## config.mk

```make
export PLATFORM = sky130hd
export DESIGN_NAME = seq_det_ctrl_flat
export DESIGN_NICKNAME = d
export VERILOG_FILES = /design/src/rtl/seq_det_pkg.sv /design/src/rtl/seq_det_ctrl_if.sv /design/src/rtl/seq_det_core.sv /design/src/rtl/seq_det_ctrl.sv /design/src/flat_wrapper.sv
export SDC_FILE = /design/constraint.sdc
export NUM_CORES = 1
export LEC_CHECK = 0
export BUFFER_PORTS_ARGS = -buffer_cell sky130_fd_sc_hd__buf_2
export CELL_PAD_IN_SITES_DETAIL_PLACEMENT = 1
export CELL_PAD_IN_SITES_GLOBAL_PLACEMENT = 2
export CORE_AREA = 8 8 115 64
export CTS_BUF_LIST = sky130_fd_sc_hd__clkbuf_16
export DETAILED_ROUTE_END_ITERATION = 8
export DIE_AREA = 0 0 123 72
export MAX_ROUTING_LAYER = met4
export PLACE_DENSITY_LB_ADDON = 0.1
export SLEW_MARGIN = 20
export SYNTH_ARGS = -nofsm -noshare
export SYNTH_HDL_FRONTEND = slang
export SYNTH_HIERARCHICAL = 1
export SYNTH_SLANG_ARGS = --single-unit
```

## constraint.sdc

```tcl
create_clock -name clk -period 2.6 [get_ports clk]
set_input_delay 0.13 -clock clk [delete_from_list [all_inputs] [get_ports clk]]
set_output_delay 0.13 -clock clk [all_outputs]
set_load 0.005 [all_outputs]
```

## src/rtl/seq_det_pkg.sv

```systemverilog
`default_nettype none
//==============================================================================
// Package  : seq_det_pkg
// Desc     : Shared types and width helpers for the sequence-detector
//            controller: FSM state encoding, default widths and a helper
//            that sizes a counter for a given maximum value.
// Revision : 1.0 - initial release
//==============================================================================
package seq_det_pkg;

  localparam int DEF_WORD_W = 8;
  localparam int DEF_PAT_W  = 4;
  localparam int DEF_CNT_W  = 8;

  typedef enum logic [1:0] {
    ST_IDLE  = 2'd0,
    ST_SHIFT = 2'd1,
    ST_DONE  = 2'd2
  } state_e;

  // Bits needed to hold values 0..max_val (never less than one bit).
  function automatic int cnt_width(input int max_val);
    return (max_val < 1) ? 1 : $clog2(max_val + 1);
  endfunction

  localparam int DEF_BIT_CNT_W = cnt_width(DEF_WORD_W - 1);
  localparam int DEF_FILL_W    = cnt_width(DEF_PAT_W);

endpackage
`default_nettype wire

```

## src/rtl/seq_det_ctrl_if.sv

```systemverilog
`default_nettype none
//==============================================================================
// Interface : seq_det_ctrl_if
// Desc      : Word stream valid/ready handshake between a word producer
//             (master) and the sequence-detector controller (slave).
// Revision  : 1.0 - initial release
//==============================================================================
interface seq_det_ctrl_if
  import seq_det_pkg::*;
#(
  parameter int WORD_W = DEF_WORD_W
) ();

  logic              s_valid;
  logic              s_ready;
  logic [WORD_W-1:0] s_data;
  logic              s_last;

  modport master (output s_valid, output s_data, output s_last, input s_ready);
  modport slave  (input s_valid, input s_data, input s_last, output s_ready);

endinterface
`default_nettype wire

```

## src/rtl/seq_det_core.sv

```systemverilog
`default_nettype none
//==============================================================================
// Module   : seq_det_core
// Desc     : Serial pattern detector. Keeps a bit history and a fill count
//            of bits seen since frame start (or since the last match when
//            overlapping matches are disabled), and raises a registered
//            match pulse one cycle after the completing bit.
// Revision : 1.0 - initial release
//==============================================================================
module seq_det_core
  import seq_det_pkg::*;
#(
  parameter int PAT_W = DEF_PAT_W
) (
  input  logic             clk,
  input  logic             rst,
  input  logic             clr,
  input  logic             bit_en,
  input  logic             bit_in,
  input  logic [PAT_W-1:0] pattern,
  input  logic             overlap,
  output logic             hit,
  output logic             match
);

  localparam int FILL_W = cnt_width(PAT_W);
  localparam logic [FILL_W-1:0] FILL_FULL = FILL_W'(PAT_W);

  logic [PAT_W-2:0]  hist_q, hist_d;
  logic [FILL_W-1:0] fill_q, fill_d;
  logic              match_q, match_d;
  logic [PAT_W-1:0]  hist_n;
  logic [FILL_W-1:0] fill_n;

  // Compare the incoming bit plus history against the pattern; update state.
  always_comb begin
    hist_n  = {hist_q, bit_in};
    fill_n  = (fill_q == FILL_FULL) ? fill_q : fill_q + FILL_W'(1);
    hit     = bit_en && !clr && (fill_n >= FILL_FULL) && (hist_n == pattern);
    hist_d  = hist_q;
    fill_d  = fill_q;
    match_d = 1'b0;
    if (clr) begin
      hist_d = '0;
      fill_d = '0;
    end else if (bit_en) begin
      hist_d  = hist_n[PAT_W-2:0];
      // Without overlap, bits of a matched window may not start a new match.
      fill_d  = (hit && !overlap) ? '0 : fill_n;
      match_d = hit;
    end
  end

  // Detector state registers.
  always_ff @(posedge clk or posedge rst) begin
    if (rst) begin
      hist_q  <= '0;
      fill_q  <= '0;
      match_q <= 1'b0;
    end else begin
      hist_q  <= hist_d;
      fill_q  <= fill_d;
      match_q <= match_d;
    end
  end

  assign match = match_q;

endmodule
`default_nettype wire

```

## src/rtl/seq_det_ctrl.sv

```systemverilog
`default_nettype none
//==============================================================================
// Module   : seq_det_ctrl
// Desc     : Frame controller: accepts words over valid/ready, serializes
//            them MSB-first into seq_det_core, counts matches per frame with
//            saturation and pulses done when the last bit of a frame has
//            been consumed.
// Revision : 1.0 - initial release
//==============================================================================
module seq_det_ctrl
  import seq_det_pkg::*;
#(
  parameter int WORD_W = DEF_WORD_W,
  parameter int PAT_W  = DEF_PAT_W,
  parameter int CNT_W  = DEF_CNT_W
) (
  input  logic                clk,
  input  logic                rst,
  seq_det_ctrl_if.slave       s_if,
  input  logic [PAT_W-1:0]    cfg_pattern,
  input  logic                cfg_overlap,
  output logic                ser_bit,
  output logic                match,
  output logic [CNT_W-1:0]    match_count,
  output logic                done,
  output logic                busy
);

  localparam int BC_W = cnt_width(WORD_W - 1);
  localparam logic [BC_W-1:0]  BC_LAST = BC_W'(WORD_W - 1);
  localparam logic [CNT_W-1:0] CNT_MAX = {CNT_W{1'b1}};

  state_e            state_q, state_d;
  logic [WORD_W-1:0] sreg_q, sreg_d;
  logic [BC_W-1:0]   bit_cnt_q, bit_cnt_d;
  logic              last_q, last_d;
  logic              s_ready_q, s_ready_d;
  logic              busy_q, busy_d;
  logic [PAT_W-1:0]  pattern_q, pattern_d;
  logic              overlap_q, overlap_d;
  logic [CNT_W-1:0]  count_q, count_d;

  logic handshake;
  logic core_clr;
  logic core_bit_en;
  logic core_hit;

  assign handshake   = s_if.s_valid && s_ready_q && (state_q == ST_IDLE);
  // Only the first word of a frame restarts detection; later words extend it.
  assign core_clr    = handshake && !busy_q;
  assign core_bit_en = (state_q == ST_SHIFT);

  seq_det_core #(
    .PAT_W (PAT_W)
  ) u_core (
    .clk     (clk),
    .rst     (rst),
    .clr     (core_clr),
    .bit_en  (core_bit_en),
    .bit_in  (sreg_q[WORD_W-1]),
    .pattern (pattern_q),
    .overlap (overlap_q),
    .hit     (core_hit),
    .match   (match)
  );

  // Next-state logic for the frame FSM, shift register and match counter.
  always_comb begin
    state_d   = state_q;
    sreg_d    = sreg_q;
    bit_cnt_d = bit_cnt_q;
    last_d    = last_q;
    s_ready_d = s_ready_q;
    busy_d    = busy_q;
    pattern_d = pattern_q;
    overlap_d = overlap_q;
    count_d   = count_q;

    case (state_q)
      ST_IDLE: begin
        s_ready_d = 1'b1;
        if (handshake) begin
          sreg_d    = s_if.s_data;
          bit_cnt_d = BC_LAST;
          last_d    = s_if.s_last;
          s_ready_d = 1'b0;
          state_d   = ST_SHIFT;
          if (!busy_q) begin
            pattern_d = cfg_pattern;
            overlap_d = cfg_overlap;
            count_d   = '0;
            busy_d    = 1'b1;
          end
        end
      end
      ST_SHIFT: begin
        sreg_d    = sreg_q << 1;
        bit_cnt_d = bit_cnt_q - BC_W'(1);
        if (bit_cnt_q == '0) begin
          if (last_q) begin
            state_d = ST_DONE;
          end else begin
            state_d   = ST_IDLE;
            s_ready_d = 1'b1;
          end
        end
      end
      ST_DONE: begin
        busy_d    = 1'b0;
        s_ready_d = 1'b1;
        state_d   = ST_IDLE;
      end
      default: begin
        state_d   = ST_IDLE;
        s_ready_d = 1'b0;
      end
    endcase

    // Hits only occur in SHIFT, so this never collides with the frame clear.
    if (core_hit && (count_q != CNT_MAX)) begin
      count_d = count_q + CNT_W'(1);
    end
  end

  // Controller state registers.
  always_ff @(posedge clk or posedge rst) begin
    if (rst) begin
      state_q   <= ST_IDLE;
      sreg_q    <= '0;
      bit_cnt_q <= '0;
      last_q    <= 1'b0;
      s_ready_q <= 1'b0;
      busy_q    <= 1'b0;
      pattern_q <= '0;
      overlap_q <= 1'b0;
      count_q   <= '0;
    end else begin
      state_q   <= state_d;
      sreg_q    <= sreg_d;
      bit_cnt_q <= bit_cnt_d;
      last_q    <= last_d;
      s_ready_q <= s_ready_d;
      busy_q    <= busy_d;
      pattern_q <= pattern_d;
      overlap_q <= overlap_d;
      count_q   <= count_d;
    end
  end

  assign s_if.s_ready = s_ready_q;
  assign ser_bit      = (state_q == ST_SHIFT) && sreg_q[WORD_W-1];
  assign done         = (state_q == ST_DONE);
  assign busy         = busy_q;
  assign match_count  = count_q;

endmodule
`default_nettype wire

```

## src/flat_wrapper.sv

```systemverilog
// flat-port wrapper written by rule: the top's interface ports become plain ports
module seq_det_ctrl_flat import seq_det_pkg::*;
#(
  parameter int WORD_W = DEF_WORD_W,
  parameter int PAT_W  = DEF_PAT_W,
  parameter int CNT_W  = DEF_CNT_W
)
  (clk, rst, cfg_pattern, cfg_overlap, ser_bit, match, match_count, done, busy, s_if_s_valid, s_if_s_data, s_if_s_last, s_if_s_ready);
  seq_det_ctrl_if #(.WORD_W(WORD_W)) s_if_i ();
  input  logic clk;
  input  logic rst;
  input  logic [PAT_W-1:0] cfg_pattern;
  input  logic cfg_overlap;
  output logic ser_bit;
  output logic match;
  output logic [CNT_W-1:0] match_count;
  output logic done;
  output logic busy;
  input wire logic [$bits(s_if_i.s_valid)-1:0] s_if_s_valid;
  input wire logic [$bits(s_if_i.s_data)-1:0] s_if_s_data;
  input wire logic [$bits(s_if_i.s_last)-1:0] s_if_s_last;
  output wire logic [$bits(s_if_i.s_ready)-1:0] s_if_s_ready;
  assign s_if_i.s_valid = s_if_s_valid;
  assign s_if_i.s_data = s_if_s_data;
  assign s_if_i.s_last = s_if_s_last;
  assign s_if_s_ready = s_if_i.s_ready;
  seq_det_ctrl #(.WORD_W(WORD_W), .PAT_W(PAT_W), .CNT_W(CNT_W)) u_core (.clk(clk), .rst(rst), .s_if(s_if_i), .cfg_pattern(cfg_pattern), .cfg_overlap(cfg_overlap), .ser_bit(ser_bit), .match(match), .match_count(match_count), .done(done), .busy(busy));
endmodule
```

==> results.sh <==
export IMPL_ant_nets=0
export IMPL_drive_above_1_share_pct=22.2
export IMPL_ir_drop_mv=0.330
export IMPL_cts_buffers=5
export IMPL_clock_latency_ps=270
export IMPL_slew_violations=0
export IMPL_syn_area_per_cell_um2=9.52
export IMPL_worst_pin_slew_ps=403
export IMPL_cts_root_buf="clkbuf_16"
export IMPL_pwr_density_cell_nw_per_um2=1010
export IMPL_fin_crit_ps=2360
export IMPL_reg2reg_depth=11
export IMPL_cap_violations=0
export IMPL_status="completed"
export IMPL_total_power_uw=2370
export IMPL_final_cell_mix="dfrtp_1 (36), buf_2 (29), nand2_1 (29)"
export IMPL_fp_dieW_um=123
export IMPL_synth_seq_area_share_pct=46.6
export IMPL_cts_tree="yes"
export IMPL_rsz0062_at_grt="no"
export IMPL_postPlaceCellArea_um2=2160
export IMPL_dp_worst_setup_slack_ps=147
export IMPL_design_area_um2=2340
export IMPL_detail_route_first_pass_iterations=4
export IMPL_hold_ws_ps=52.2
export IMPL_clk_pin_slew_ps=50
export IMPL_worst_setup_path_start_kind="flip-flop"
export IMPL_pin_count=30
export IMPL_setup_worst_path_class="reg -> reg"
export IMPL_syn_inst=203
export IMPL_place_gp_congestion=0.756
export IMPL_drc=0
export IMPL_multi_input_area_um2=905
export IMPL_wl_um=4970
export IMPL_final_common_cell="dfrtp_1"
export IMPL_h_tree_depth=2
export IMPL_cts_path_max_buffers=2
export IMPL_nets=269
export IMPL_regToRegSetupSlack_ps=240
export IMPL_initial_core_util_pct=33.3
export IMPL_ys_types=42
export IMPL_finalSetupViolations=0
export IMPL_antenna_found_initial=0
export IMPL_fillers=659
export IMPL_seqCellArea_um2=901
export IMPL_path_max_fanout=10
export IMPL_clock_skew_ps=2.28
export IMPL_fmax_mhz=424
export IMPL_hold_path_class="in -> reg"
export IMPL_vias=1591
export IMPL_grt_pass1_wl_um=8420
export IMPL_relSlewSlack_pct=73.1
export IMPL_avgRoutedWirePerCell_um=15.5
export IMPL_whs_path_depth=3
export IMPL_hold_viol=0
export IMPL_num_rows=20
export IMPL_leakage_uw=0.00111
export IMPL_numPortBuffers=29
export IMPL_die_h_um=72
export IMPL_drtIter0Drc=39
export IMPL_place_detailed_hpwl_um=3710
export IMPL_post_route_period_util_pct=90.6
export IMPL_clock_sinks=36
export IMPL_fin_tns_setup_ps=0
export IMPL_area_delta_synth_final_pct=21.4
export IMPL_dieArea_um2=8860
export IMPL_vias_per_cell=4.97
export IMPL_grt_pass1_vias=1696
export IMPL_track_usage_pct=12.4
export IMPL_setup_ws_ps=244
export IMPL_syn_num_nets=229
export IMPL_cp_arrival_ps=2540
export IMPL_grt_overflow_total=0
export IMPL_antenna_cells=0
export IMPL_cp_required_ps=2790
export IMPL_grt_max_degree=30
export IMPL_synth_area_um2=1930
export IMPL_cp_end_kind="flip-flop"
export IMPL_ys_ff_latch=36
export IMPL_coreArea_um2=5810
export IMPL_ys_warn_count=6
-- report_power, final --
part / switching (uW) / total, uW / leakage (uW) / internal, uW
combinational: 490 / 897 / 0.000616 / 407
clock: 218 / 561 / 0.0000648 / 343
sequential: 163 / 914 / 0.000433 / 751
total: 871 / 2370 / 0.00111 / 1500
-- through the flow --
step / std cells / utilization, %
6_report: 320 / 40.4
5_1_grt: 320 / 40.4
4_1_cts: 315 / 39.7
3_5_place_dp: 307 / 37.3
3_3_place_gp: 307 / 37.3
2_1_floorplan: 203 / -
-- final timing paths --
path | from | to
hold / removal | cfg_pattern[0] | u_core/pattern_q[0]
max in group asynchronous | rst | u_core/pattern_q[3]
hold reg to reg | u_core/pattern_q[0] | u_core/pattern_q[0]
min in group asynchronous | rst | u_core/u_core/match
setup reg to reg | u_core/state_q[0] | u_core/match_count[3]
setup / recovery | u_core/state_q[0] | u_core/match_count[3]
-- layer usage --
layer  global-route usage [%]  share of wire [%]  vias to the layer above
li1                         -                  -                      777
met1                     16.8                 53                      788
met2                     17.8                 43                       22
met3                     2.87                3.1                        4
met4                     4.11                1.2                        0
met5                        -                  0                        -
-- cell type report --
| class | instances | share of cell area, % |
|---|---|---|
| Clock buffer | 5 | 5.34 |
| Clock inverter | 2 | 0.320 |
| Inverter | 16 | 2.77 |
| Multi-Input combinational cell | 142 | 38.6 |
| Sequential cell | 36 | 38.4 |
| Tap cell | 77 | 4.11 |
| Timing Repair Buffer | 42 | 10.5 |
-- kinds of logic after synthesis --
family	Yosys count	share of synthesized area [%]
muxes	12	6.28
DFF	36	46.6
buffers and inverters	25	6.54
xor gates and xnor gates	6	2.72
AOI/OAI and AO/OA	45	15.1
adders and majority gates	9	5.83
and+or+nand+nor	70	16.9
-- Yosys cell counts (all sizes together) --
cell / number / share of area (%)
nor2: 15 / 2.9
a31o: 2 / 0.91
nand4: 3 / 0.97
o31ai: 1 / 0.39
inv: 14 / 2.7
or2: 1 / 0.32
xnor2: 6 / 2.7
o21ai: 10 / 2.6
mux2i: 11 / 5.7
ha: 9 / 5.8
a21oi: 15 / 3.9
a31oi: 2 / 0.65
a22o: 4 / 1.8
o2111ai: 1 / 0.78
mux2: 1 / 0.58
and2: 1 / 0.32
o21a: 2 / 0.78
nor2b: 3 / 0.97
clkinv: 2 / 0.65
o211ai: 2 / 0.78
buf: 8 / 3.0
o32ai: 2 / 0.91
or3: 1 / 0.32
nor3: 2 / 0.52
and4: 1 / 0.52
nand3b: 2 / 0.78
o311ai: 1 / 0.45
o22ai: 1 / 0.32
dfrtp: 36 / 47
nand3: 6 / 1.6
clkbuf: 1 / 0.19
and3: 2 / 0.65
nand2b: 4 / 1.4
nand2: 29 / 5.6
a41oi: 1 / 0.45
a211oi: 1 / 0.39
-- critical path, cell delays in order, from the launching register on --
cell,delay [ps]
dfrtp_1,400
inv_1,110
ha_1,200
inv_2,50
or3_1,430
clkinv_4,110
clkinv_1,90
o2111ai_2,120
nor2_1,120
o21a_1,210
nand2b_1,230
o21ai_0,180
-- sequential cells by signal (all words and copies together) (netlist names) --
signal and cells:
u_core/pattern_q 4, u_core/s_if.s_ready 1, u_core/overlap_q 1, u_core/busy 1, u_core/sreg_q 8, u_core/u_core/match 1, u_core/state_q 2, u_core/bit_cnt_q 3
u_core/u_core/hist_q 3, u_core/u_core/fill_q 3, u_core/last_q 1, u_core/match_count 8
-- repair_timing --
action,CTS,global route
hold endpoints to repair,36,0
buffers inserted,0,5
resized for setup,0,1
hold buffers,1,0
endpoints found under the setup margin,0,6
Power figures use the tool's default switching activity.
